## config.mk

```make
export PLATFORM = sky130hd
export DESIGN_NAME = irig_time_uart_packer
export DESIGN_NICKNAME = d
export VERILOG_FILES = /design/src/rtl/irig_uart_pkg.sv /design/src/rtl/bcd_nib_to_ascii.sv /design/src/rtl/irig_time_uart_packer.sv
export SDC_FILE = /design/constraint.sdc
export NUM_CORES = 1
export LEC_CHECK = 0
export ABC_AREA = 1
export CAP_MARGIN = 40
export CORE_MARGIN = 8
export CORE_UTILIZATION = 43
export DETAILED_ROUTE_END_ITERATION = 8
export PLACE_DENSITY = 0.63
export SLEW_MARGIN = 20
export SYNTH_ARGS = -nofsm -noshare
export SYNTH_HDL_FRONTEND = slang
export SYNTH_HIERARCHICAL = 1
export SYNTH_SLANG_ARGS = --single-unit
```

## constraint.sdc

```tcl
create_clock -name sys_clk -period 2.28 [get_ports sys_clk]
set_input_delay 0.228 -clock sys_clk [delete_from_list [all_inputs] [get_ports sys_clk]]
set_output_delay 0.228 -clock sys_clk [all_outputs]
set_load 0.01 [all_outputs]
```

## src/rtl/irig_uart_pkg.sv

```systemverilog
// Shared constants, FSM encoding and snapshot layout for the IRIG-B time to UART record packer.
package irig_uart_pkg;

  localparam logic [7:0] ASC_SP    = 8'h20;
  localparam logic [7:0] ASC_COLON = 8'h3A;
  localparam logic [7:0] ASC_CR    = 8'h0D;
  localparam logic [7:0] ASC_LF    = 8'h0A;
  localparam logic [7:0] ASC_QMARK = 8'h3F;
  localparam logic [7:0] ASC_ZERO  = 8'h30;

  localparam int         REC_LEN  = 14;
  localparam logic [3:0] IDX_LAST = 4'(REC_LEN - 1);

  typedef enum logic [1:0] {
    IDLE = 2'd0,
    SEND = 2'd1,
    WAIT = 2'd2
  } state_e;

  typedef struct packed {
    logic [9:0] day;
    logic [5:0] hour;
    logic [6:0] min;
    logic [6:0] sec;
  } snap_t;

endpackage

```

## src/rtl/bcd_nib_to_ascii.sv

```systemverilog
// One BCD nibble to its ASCII digit; anything above 9 becomes '?'.
module bcd_nib_to_ascii
  import irig_uart_pkg::*;
(
  input  logic [3:0] nib,
  output logic [7:0] asc
);

  always_comb begin
    asc = (nib > 4'd9) ? ASC_QMARK : (ASC_ZERO | {4'b0000, nib});
  end

endmodule

```

## src/rtl/irig_time_uart_packer.sv

```systemverilog
// Snapshots IRIG-B BCD time and streams "DDD HH:MM:SS\r\n" one byte per UART frame slot.
// po_flag spacing is self-timed because the downstream transmitter gives no ready signal.
module irig_time_uart_packer
  import irig_uart_pkg::*;
#(
  parameter int UART_BPS = 9600,
  parameter int CLK_FREQ = 50_000_000,
  parameter int GAP_BITS = 11
) (
  input  logic       sys_clk,
  input  logic       sys_rst_n,
  input  logic       time_valid,
  input  logic [6:0] sec_bcd,
  input  logic [6:0] min_bcd,
  input  logic [5:0] hour_bcd,
  input  logic [9:0] day_bcd,
  output logic [7:0] po_data,
  output logic       po_flag,
  output logic       busy,
  output logic       overrun
);

  localparam int          BAUD_CNT_MAX = CLK_FREQ / UART_BPS;
  localparam int          GAP_MAX      = BAUD_CNT_MAX * GAP_BITS;
  localparam logic [19:0] GAP_LAST     = 20'(GAP_MAX - 1);

  state_e      state_q, state_d;
  snap_t       snap_q, snap_d;
  logic [3:0]  idx_q, idx_d;
  logic [19:0] gap_q, gap_d;
  logic [7:0]  data_q, data_d;
  logic        flag_q, flag_d;
  logic        busy_q, busy_d;
  logic        overrun_q, overrun_d;

  logic [3:0]  nib;
  logic [7:0]  nib_asc;
  logic [7:0]  fixed_chr;
  logic        is_digit;
  logic [7:0]  chr;

  // Single converter shared by every digit position; idx picks the nibble.
  always_comb begin
    nib       = 4'd0;
    is_digit  = 1'b1;
    fixed_chr = ASC_SP;
    case (idx_q)
      4'd0:    nib = {2'b00, snap_q.day[9:8]};
      4'd1:    nib = snap_q.day[7:4];
      4'd2:    nib = snap_q.day[3:0];
      4'd3:    begin is_digit = 1'b0; fixed_chr = ASC_SP;    end
      4'd4:    nib = {2'b00, snap_q.hour[5:4]};
      4'd5:    nib = snap_q.hour[3:0];
      4'd6:    begin is_digit = 1'b0; fixed_chr = ASC_COLON; end
      4'd7:    nib = {1'b0, snap_q.min[6:4]};
      4'd8:    nib = snap_q.min[3:0];
      4'd9:    begin is_digit = 1'b0; fixed_chr = ASC_COLON; end
      4'd10:   nib = {1'b0, snap_q.sec[6:4]};
      4'd11:   nib = snap_q.sec[3:0];
      4'd12:   begin is_digit = 1'b0; fixed_chr = ASC_CR;    end
      default: begin is_digit = 1'b0; fixed_chr = ASC_LF;    end
    endcase
  end

  bcd_nib_to_ascii u_nib2asc (
    .nib (nib),
    .asc (nib_asc)
  );

  assign chr = is_digit ? nib_asc : fixed_chr;

  always_comb begin
    state_d   = state_q;
    snap_d    = snap_q;
    idx_d     = idx_q;
    gap_d     = gap_q;
    data_d    = data_q;
    flag_d    = 1'b0;
    busy_d    = busy_q;
    // Any pulse outside IDLE is dropped, including one on the edge that returns to IDLE.
    overrun_d = time_valid && (state_q != IDLE);

    case (state_q)
      IDLE: begin
        if (time_valid) begin
          snap_d  = '{day: day_bcd, hour: hour_bcd, min: min_bcd, sec: sec_bcd};
          idx_d   = 4'd0;
          busy_d  = 1'b1;
          state_d = SEND;
        end
      end
      SEND: begin
        data_d  = chr;
        flag_d  = 1'b1;
        gap_d   = 20'd0;
        state_d = WAIT;
      end
      WAIT: begin
        if (gap_q == GAP_LAST) begin
          if (idx_q == IDX_LAST) begin
            busy_d  = 1'b0;
            state_d = IDLE;
          end else begin
            idx_d   = idx_q + 4'd1;
            state_d = SEND;
          end
        end else begin
          gap_d = gap_q + 20'd1;
        end
      end
      default: state_d = IDLE;
    endcase
  end

  always_ff @(posedge sys_clk or negedge sys_rst_n) begin
    if (!sys_rst_n) begin
      state_q   <= IDLE;
      snap_q    <= '0;
      idx_q     <= 4'd0;
      gap_q     <= 20'd0;
      data_q    <= ASC_SP;
      flag_q    <= 1'b0;
      busy_q    <= 1'b0;
      overrun_q <= 1'b0;
    end else begin
      state_q   <= state_d;
      snap_q    <= snap_d;
      idx_q     <= idx_d;
      gap_q     <= gap_d;
      data_q    <= data_d;
      flag_q    <= flag_d;
      busy_q    <= busy_d;
      overrun_q <= overrun_d;
    end
  end

  assign po_data = data_q;
  assign po_flag = flag_q;
  assign busy    = busy_q;
  assign overrun = overrun_q;

endmodule

```

==> reports/qor.yml, run 1 <==
status: "finished, final reports clean"
area_delta_synth_final_pct: 18.33
synth_edf_count: 0
dpl-instance-area_um2: 4295
critPathSlowestCell: "dfrtp_1"
synth_simple_gate_area_share: 0.3031
synth_fa_ha_area_frac: 0.01964
firstDrtPassIters: 4
crit_arrival_ns: 2.22
die_area_um2: 12160
ant_nets: 0
postSynthCellCount: 476
power.clock.fraction: 0.227
avgSynthCellArea_um2: 8.030
ys.flop_type: "dfrtp_1"
fp.dieW_um: 110.3
vias: 3140
antenna_cells: 0
path_common_cell: "nand2_1"
fin_nets: 559
vdd_drop_max_mv: 0.4565
p_sw_mw: 1.829
yosysTopAreaCell: "dfrtp_1"
wl_per_cell_um: 13.42
critPathBufInv: 0
tightest_slew_ns: 0.5294
ys_warn_count: 6
p_seq_frac: 0.387
htreeDepth: 3
grt_pass1_vias: 3201
crit_fanout: 8
synth-xor-area-share: 0.02520
via_per_inst: 4.961
syn_area_um2: 3822
endpoint_kind: "flop"
pin_count: 44
clock_skew_ns: 0.009424
drcViolationCount: 0
ys_seq_elements: 67
final.setup.worst_slack_ns: 0.2972
powerDensity_nw_per_um2: 1071
crit_type: "reg2reg"
insertion_delay_ns: 0.35
final_max_slew_viol_count: 0
fin_crit_ns: 1.983
clk_path_buf_depth: 2
synth_top_family_by_area: "simple AND/OR/NAND/NOR gates"
routed_wirelength_um: 8498
period_share: 0.8696
grt_start_max_net_pins: 39
setup_tns_ns: 0
slew_headroom: 0.6471
grt_first_pass_wirelength_um: 14410
dp_hpwl_um: 6321
rsz0062_at_grt: "false"
setup.worst_path.start_class: "flop"
crit_family: "simple AND/OR/NAND/NOR gates"
crit_path_max_incr_delay_ns: 0.44
max_freq_ghz: 0.5043
power_switching_share: 0.3775
finalHoldViolCount: 0
synth_top_area_frac: 0.4321
path_clk_slew_ns: 0.08
async_flop_share: 1.000
cts_buffers: 9
portBuffers: 43
p_leak_nw: 2.078
start_util: 0.4405
ctsRootBufferMaster: "clkbuf_8"
synth_cell_type_count: 35
cts_tree: "built"
synth_area_leaders: "dfrtp_1 43%, nand2_1 13%, mux2_2 5.9%"
grt_antenna_before_repair: 0
setup_violations: 0
power_frac_comb: 0.386
cts_resized: 0
path_cells: "ha_1 -> nand2_1 -> o21ai_0 -> nor2_1 -> nand4_1 -> o21ai_2 -> nand2_1 -> nand2_1 -> nand2_1 -> nand2_1 -> nand2_1"
die_h_um: 110.3
post-place-ws_ns: 0.3103
cts_sinks: 67
synth-compound-area-share: 0.06154
track_usage: 0.1490
drt_iter0_drc: 132
core-area_um2: 8678
worstPathRequired_ns: 2.52
drv_cap: 0
hold_path_class: "in2async"
fin_area_um2: 4523
reg2reg_depth: 11
p_int_mw: 3.016
yosys-mux-area-fraction: 0.06776
gp_congestion: 0.8486
yosysSeqAreaShare: 0.4390
drive_above_1_share: 0.1333
overflow: 0
crit_cells: 11
fp-row-count: 34
[synth_stat cells, types with 3 or more instances]
| cell | count |
|---|---|
| clkbuf_1 | 4 |
| nor2_1 | 56 |
| nor2_2 | 4 |
| ha_1 | 6 |
| dfrtp_1 | 66 |
| buf_4 | 6 |
| mux2_1 | 3 |
| o21ai_2 | 5 |
| nand3_1 | 45 |
| mux2_2 | 20 |
| a21oi_1 | 12 |
| nor2_4 | 4 |
| nand4_1 | 9 |
| buf_6 | 6 |
| nand2_2 | 4 |
| o21ai_0 | 15 |
| buf_2 | 4 |
| nand2_4 | 3 |
| inv_1 | 40 |
| xor2_1 | 9 |
| inv_2 | 3 |
| nand2_1 | 133 |
[power groups by stage]
stage | combinational, mW | sequential [mW] | clock (mW)
global placement | 1.86 | 1.89 | 0
floorplan | 1.36 | 1.85 | 0
detailed placement | 1.87 | 1.90 | 0
CTS | 1.89 | 1.87 | 1.13
finish | 1.87 | 1.87 | 1.10
global route | 2.11 | 1.93 | 1.16
[timing repair]
item / 4_1_cts / 5_1_grt
hold buffers: 1 / 0
setup buffers: 0 / 0
endpoints found under the hold margin: 21 / 0
[routing by layer]
layer / global-route usage / part of all wire
met5: 0 / 0
met4: 0.05994 / 0.018
met3: 0.03140 / 0.034
met1: 0.1739 / 0.44
met2: 0.2604 / 0.51
[stage by stage]
stage | cells | utilization | hold WS [ns] | power [mW]
2_1_floorplan | 478 | - | -0.06759 | 3.209
3_3_place_gp | 616 | 0.4950 | 0.2571 | 3.743
3_5_place_dp | 616 | 0.4950 | 0.2500 | 3.768
4_1_cts | 633 | 0.5212 | 0.4188 | 4.888
5_1_grt | 633 | 0.5212 | 0.4451 | 5.199
6_report | 633 | 0.5212 | 0.3896 | 4.845
[layout make-up]
type,count,area [um2]
fillers,859,4155
multi-input cells,347,1839
flip-flops and latches,67,1678
repair buffers,51,488.0
inverters,44,165.2
well taps,108,135.1
clock buffers,10,127.6
clock inverters,6,90.09
[cells in the final DEF (no fill, tap or decap), drive strengths merged]
cell             n
a21oi           12
a22oi            1
buf              8
bufinv           2
clkbuf          10
clkdlybuf4s50   42
clkinv           4
clkinvlp         1
conb             4
dfrtp           66
dfstp            1
dlygate4sd3      1
ha               6
inv             43
mux2            23
nand2          140
nand3           47
nand3b           1
nand4            9
nor2            64
nor3             1
o2111ai          2
o21ai           22
o21bai           2
o22ai            1
or2              1
xnor2            2
xor2             9
[path summary, 6_finish.rpt]
kind | startpoint | endpoint | slack [ns]
worst max-delay path | idx_q[0] | po_data[1] | 0.30
worst min-delay path | sys_rst_n | gap_q[10] | 0.39
worst max register to register | idx_q[0] | po_data[1] | 0.30
worst min register to register | po_data[5] | po_data[5] | 0.47
max in group asynchronous | sys_rst_n | snap_q[21] | 1.15
min in group sys_clk | hour_bcd[5] | snap_q[19] | 0.46
[cell families (layout without fill, tap and decap cells)]
kind of cell	Yosys count	in the layout
AO/OA/AOI/OAI	40	40
XOR/XNOR	11	11
adder cells (fa/ha/maj)	6	6
buffers and inverters	64	111
flip-flops	67	67
multiplexers	23	23
other	2	4
AND/OR/NAND/NOR	263	263
[worst register-to-register path, cell delays in order, from the launching register on]
cell,delay (ns)
dfrtp_1,0.44
ha_1,0.34
nand2_1,0.20
o21ai_0,0.11
nor2_1,0.16
nand4_1,0.15
o21ai_2,0.21
nand2_1,0.07
nand2_1,0.07
nand2_1,0.04
nand2_1,0.05
nand2_1,0.04
[registers in the layout (all words and copies together), names as in the netlist]
name,count
state_q,2
gap_q,20
busy,1
po_data,8
snap_q,30
idx_q,4
po_flag,1
overrun,1
Note: power is estimated with default switching activity, not from simulation.
==> inputs of run 2 (changes only) <==
CELL_PAD_IN_SITES_DETAIL_PLACEMENT = 1   (was default)
CELL_PAD_IN_SITES_GLOBAL_PLACEMENT = 1   (was default)
CORE_UTILIZATION = 42   (was 43)
PLACE_DENSITY = 0.79   (was 0.63)
==> run 2 against run 1 <==
Compared with the run above: clock power is 9% lower; design area increased by 0.17%; register-to-register slack got worse by 0.09 ns; combinational power increased by 5%; global-route usage grew 2.4 points; clock skew shrank 0.00058 ns; flip-flop and latch count unchanged; via count increased by 3.8%; first-iteration DRC count fell by 3.8%.
==> reports/qor.yml, run 2 (synthesis gave the netlist of run 1 again) <==
final_cell_mix: "133 x nand2_1, 66 x dfrtp_1, 56 x nor2_1"  # unchanged
fp.dieW_um: 111.4  # was 110.3 um
setup_violations: 0  # unchanged
insertion_delay_ns: 0.34  # was 0.35 ns
die_h_um: 111.4  # was 110.3 um
grt_pass1_vias: 3766  # was 3,201
crit_type: "reg2reg"  # unchanged
dp.cells: 619  # was 616
post-place-ws_ns: 0.2746  # was 0.3103 ns
drt_iter0_drc: 127  # was 132
fin_cells: 638  # was 633
reg2reg_depth: 13  # was 11
vdd_drop_max_mv: 0.4613  # was 0.4565 mV
endpoint_kind: "flop"  # unchanged
period_share: 0.9110  # was 0.8696
fin_nets: 561  # was 559
crit_fanout: 6  # was 8
clock_skew_ns: 0.008846  # was 0.009424 ns
fin_area_um2: 4531  # was 4523 um2
area_delta_synth_final_pct: 18.53  # was 18.33%
die_area_um2: 12410  # was 12,160 um2
min_path_cells: 3
dpl-instance-area_um2: 4312  # was 4295 um2
ant_nets: 0  # unchanged
drcViolationCount: 0  # unchanged
largest_register_ff_count: 30  # unchanged
track_usage: 0.1733  # was 0.1490
powerDensity_nw_per_um2: 1069  # was 1071 nW/um2
final_common_cell: "nand2_1"  # unchanged
htreeDepth: 3  # unchanged
firstDrtPassIters: 4  # unchanged
drive_above_1_share: 0.1366  # was 0.1333
final.setup.worst_slack_ns: 0.2029  # was 0.2972 ns
crit_arrival_ns: 2.34  # was 2.22 ns
fin_crit_ns: 2.077  # was 1.983 ns
filler_cell_count: 1111  # was 859
p_leak_nw: 2.085  # was 2.078 nW
via_per_inst: 5.107  # was 4.961
fp-row-count: 35  # was 34
hold_path_class: "in2reg"  # was in2async
overflow: 0  # unchanged
finalHoldViolCount: 0  # unchanged
gp_congestion: 0.8331  # was 0.8486
routed_wirelength_um: 10120  # was 8498 um
start_util: 0.4237  # was 0.4405
max_freq_ghz: 0.4814  # was 0.5043 GHz
reg2reg_slack_ns: 0.20  # was 0.30 ns
pin_count: 44  # unchanged
cts_sinks: 67  # unchanged
grt_antenna_before_repair: 0  # unchanged
wl_per_cell_um: 15.87  # was 13.42 um
cts_buffers: 9  # unchanged
grt_start_max_net_pins: 39  # unchanged
worstPathRequired_ns: 2.54  # was 2.52 ns
setup.worst_path.start_class: "flop"  # unchanged
slew_headroom: 0.5377  # was 0.6471
clk_path_buf_depth: 2  # unchanged
drv_cap: 0  # unchanged
path_clk_slew_ns: 0.08  # about the same
grt_first_pass_wirelength_um: 17990  # was 14,410 um
tightest_slew_ns: 0.6935  # was 0.5294 ns
ctsRootBufferMaster: "clkbuf_8"  # unchanged
largest_register: "snap_q"  # unchanged
portBuffers: 43  # unchanged
antenna_cells: 0  # unchanged
cts_tree: "built"  # unchanged
status: "finished, final reports clean"  # unchanged
vias: 3258  # was 3,140
core-area_um2: 9021  # was 8678 um2
dp_hpwl_um: 7811  # was 6321 um
final_max_slew_viol_count: 0  # unchanged
## run 2: cell types whose count changed in the layout (fill, tap and decap cells not counted), sizes merged
cell,change
buf,+2
bufinv,-1
clkbuf,+1
## run 2: repair_timing
action	4_1_cts	5_1_grt
buffers inserted	0	2
hold buffers	1	0
setup endpoints to repair	0	1
hold endpoints to repair	23	0
resized for setup	0	0
## run 2: worst paths after layout
check	from	end
max	idx_q[0]	po_data[0]
min	min_bcd[2]	snap_q[9]
max reg2reg	idx_q[0]	po_data[0]
min reg2reg	po_data[5]	po_data[5]
max in group asynchronous	sys_rst_n	gap_q[17]
min in group asynchronous	sys_rst_n	state_q[1]
## run 2: where the power goes
part,switching [mW],internal [mW]
Sequential,0.270,1.61
Combinational,1.15,0.812
Clock,0.468,0.530
Total,1.89,2.95
## run 2: stage by stage
step / utilization / power (mW) / hold slack, ns / setup TNS [ns]
floorplan: - / 3.209 / -0.06759 / 0
global placement: 0.4779 / 3.777 / 0.2960 / 0
detailed placement: 0.4779 / 3.865 / 0.3061 / 0
CTS: 0.5006 / 4.886 / 0.4513 / 0
global route: 0.5022 / 5.213 / 0.4481 / -0.02002
finish: 0.5022 / 4.845 / 0.4608 / 0
## run 2: worst max-delay path, cell delays in order, from the launching register on
cell and delay [ns]:
dfrtp_1 0.45, inv_1 0.14, ha_1 0.23, inv_1 0.06
nor2_1 0.30, nand2_1 0.10, o21ai_0 0.09, nor2_1 0.08
nand4_1 0.12, o21ai_2 0.09, buf_4 0.14, nand2_1 0.06
nand2_1 0.05, a21oi_1 0.11
## run 2: per-layer routing
layer | track usage | vias to the layer above | part of all wire
li1 | - | 1603 | -
met5 | 0 | - | 0
met2 | 0.3252 | 49 | 0.53
met4 | 0.06044 | 0 | 0.026
met3 | 0.03817 | 19 | 0.026
met1 | 0.1852 | 1587 | 0.42
## run 2: final cells by class
class,count,area [um2],share of cell area
Sequential cell,67,1678,0.3703
Timing Repair Buffer,53,515.5,0.1138
Inverter,44,165.2,0.03645
Clock inverter,5,52.55,0.01160
Multi-Input combinational cell,347,1839,0.4060
Clock buffer,11,141.4,0.03121
Tap cell,111,138.9,0.03065
==> inputs of run 3 (changes only) <==
CORE_ASPECT_RATIO = 0.75   (was default)
==> run 3 against run 2 <==
Compared with the run above: cell count did not move; flip-flop and latch count did not move; global-route usage rose by 1.2 points; via count rose by 2.3%; die area rose by 0.25%; routed wire length rose by 7.6%; critical path type unchanged.
==> reports/qor.yml, run 3 (synthesis gave the netlist of run 1 again) <==
ff_latch_area_um2: 1680  # was 1678 um2
crit_arrival_ns: 2.33  # was 2.34 ns
final_common_cell: "nand2_1"  # unchanged
final_cell_mix: "133 x nand2_1, 64 x dfrtp_1, 56 x nor2_1"  # was 133 x nand2_1, 66 x dfrtp_1, 56 x nor2_1
clock_skew_ns: 0.004371  # was 0.008846 ns
whs_ns: 0.4745  # was 0.4608 ns
period_share: 0.9037  # was 0.9110
critPathSlowestCell: "dfrtp_2"  # was dfrtp_1
min_path_cells: 3  # unchanged
min_from: "hour_bcd[4]"  # was min_bcd[2]
fin_cells: 638  # unchanged
finalHoldViolCount: 0  # unchanged
start_util: 0.4279  # was 0.4237
critPathBufInv: 2  # was 3
drt_iter0_drc: 204  # was 127
via_per_inst: 5.224  # was 5.107
insertion_delay_ns: 0.33  # was 0.34 ns
status: "finished, final reports clean"  # unchanged
die_h_um: 98.62  # was 111.4 um
grt_pass1_vias: 3565  # was 3,766
path_cells: "inv_1 -> ha_1 -> inv_1 -> nor2_1 -> nand2_1 -> o21ai_0 -> nor2_1 -> nand4_1 -> o21ai_2 -> nand2_1 -> nand2_1 -> nand2_1 -> nand2_1 -> nand2_1"  # was inv_1 -> ha_1 -> inv_1 -> nor2_1 -> nand2_1 -> o21ai_0 -> nor2_1 -> nand4_1 -> o21ai_2 -> buf_4 -> nand2_1 -> nand2_1 -> a21oi_1
dpl-instance-area_um2: 4333  # was 4312 um2
max_freq_ghz: 0.4853  # was 0.4814 GHz
vdd_drop_max_mv: 0.6252  # was 0.4613 mV
largest_register_ff_count: 30  # unchanged
post-place-ws_ns: 0.2580  # was 0.2746 ns
r2r_start: "idx_q[0]"  # unchanged
p_leak_nw: 2.152  # was 2.085 nW
clk_path_buf_depth: 2  # unchanged
vias: 3333  # was 3,258
ant_nets: 0  # unchanged
tightest_slew_ns: 0.6084  # was 0.6935 ns
setup_tns_ns: 0  # unchanged
slew_headroom: 0.5944  # was 0.5377
holdPathEnd: "snap_q[18]"  # was snap_q[9]
crit_path_max_incr_delay_ns: 0.45  # about the same
overflow: 0  # unchanged
rsz0062_at_grt: "false"
path_common_cell: "nand2_1"  # unchanged
crit_fanout: 6  # unchanged
endpoint_kind: "flop"  # unchanged
largest_register: "snap_q"  # unchanged
wl_per_cell_um: 17.08  # was 15.87 um
track_usage: 0.1852  # was 0.1733
drv_cap: 0  # unchanged
die_area_um2: 12440  # was 12,410 um2
grt_antenna_before_repair: 0  # unchanged
crit_family: "simple AND/OR/NAND/NOR gates"  # unchanged
drcViolationCount: 0  # unchanged
pin_count: 44  # unchanged
dp.cells: 621  # was 619
area_delta_synth_final_pct: 22.78  # was 18.53%
setup.worst_path.start_class: "flop"  # unchanged
htreeDepth: 3  # unchanged
drive_above_1_share: 0.1407  # was 0.1366
cts_tree: "built"  # unchanged
routed_wirelength_um: 10900  # was 10,120 um
cts_buffers: 9  # unchanged
portBuffers: 43  # unchanged
dp_hpwl_um: 8173  # was 7811 um
grt_first_pass_wirelength_um: 18400  # was 17,990 um
crit_cells: 14  # was 13
crit_type: "reg2reg"  # unchanged
path_clk_slew_ns: 0.06  # was 0.08 ns
gp_congestion: 0.8928  # was 0.8331
fin_nets: 560  # was 561
reg2reg_depth: 14  # was 13
reg2reg_slack_ns: 0.22  # was 0.20 ns
multiInputGateArea_um2: 1839  # unchanged
fp-row-count: 30  # was 35
core-area_um2: 8934  # was 9021 um2
grt_start_max_net_pins: 39  # unchanged
final_max_slew_viol_count: 0  # unchanged
cts_sinks: 67  # unchanged
fin_crit_ns: 2.060  # was 2.077 ns
ctsRootBufferMaster: "clkbuf_16"  # was clkbuf_8
r2r-end: "po_data[1]"  # was po_data[0]
fin_area_um2: 4693  # was 4531 um2
antenna_cells: 0  # unchanged
fp.dieW_um: 126.2  # was 111.4 um
powerDensity_nw_per_um2: 1176  # was 1069 nW/um2
hold_path_class: "in2reg"  # unchanged
worstPathRequired_ns: 2.55  # was 2.54 ns
setup_violations: 0  # unchanged
firstDrtPassIters: 4  # unchanged
final.setup.worst_slack_ns: 0.2195  # was 0.2029 ns
filler_cell_count: 1074  # was 1,111
cts_setup_buffers: 0  # unchanged
==> run 3: changes by cell type in the layout (fill, tap and decap cells not counted) <==
cell / previous run / this run
clkbuf_16: 0 / 9
dfrtp_2: 0 / 2
clkbuf_1: 1 / 0
bufinv_16: 1 / 2
dfrtp_1: 66 / 64
buf_4: 8 / 6
clkbuf_8: 10 / 4
buf_12: 1 / 2
clkinv_2: 3 / 0
==> run 3: power breakdown <==
group	internal [mW]	switching, mW
clock network	1.08	0.526
logic	0.824	1.19
registers	1.62	0.286
total	3.52	2.00
==> run 3: area by class of cell <==
| class | count | area share |
|---|---|---|
| Multi-Input combinational cell | 347 | 0.3919 |
| Sequential cell | 67 | 0.3580 |
| Timing Repair Buffer | 52 | 0.1109 |
| Clock buffer | 13 | 0.05972 |
| Inverter | 44 | 0.03519 |
| Tap cell | 112 | 0.02986 |
| Clock inverter | 3 | 0.01440 |
==> run 3: worst max-delay path by stage <==
stage	from	to	slack (ns)
after CTS	idx_q[0]	po_data[1]	0.22
after global placement	idx_q[0]	po_data[1]	0.38
after global routing	idx_q[1]	po_data[1]	0.01
after detailed placement	idx_q[0]	po_data[1]	0.26
final	idx_q[0]	po_data[1]	0.22
after floorplan	idx_q[0]	po_data[1]	0.51
==> run 3: tightest hold or removal path, delay by kind of cell <==
| kind | cells | cell delay, ns |
|---|---|---|
| AO/OA/AOI/OAI | 1 | 0.04 |
| buffers and inverters | 1 | 0.40 |
| AND/OR/NAND/NOR | 1 | 0.10 |
==> run 3: layer usage <==
metal,GRT usage,share of wire,wire [um],vias to the layer above
met5,0,0,0,-
met4,0.06359,0.014,150,0
met3,0.04585,0.044,480,13
met2,0.2888,0.45,4912,67
met1,0.2451,0.49,5351,1645
li1,-,-,-,1608
==> run 3: what timing repair did <==
item | in CTS | in global routing
hold buffers | 1 | 0
endpoints found under the setup margin | 0 | 1
endpoints found under the hold margin | 23 | 0
resized for setup | 0 | 2
==> run 3: through the flow <==
step	util	power, mW
final	0.5254	5.518
after global routing	0.5254	5.878
after global placement	0.4850	3.829
after CTS	0.5251	5.563
after detailed placement	0.4850	3.922
after floorplan	-	3.209
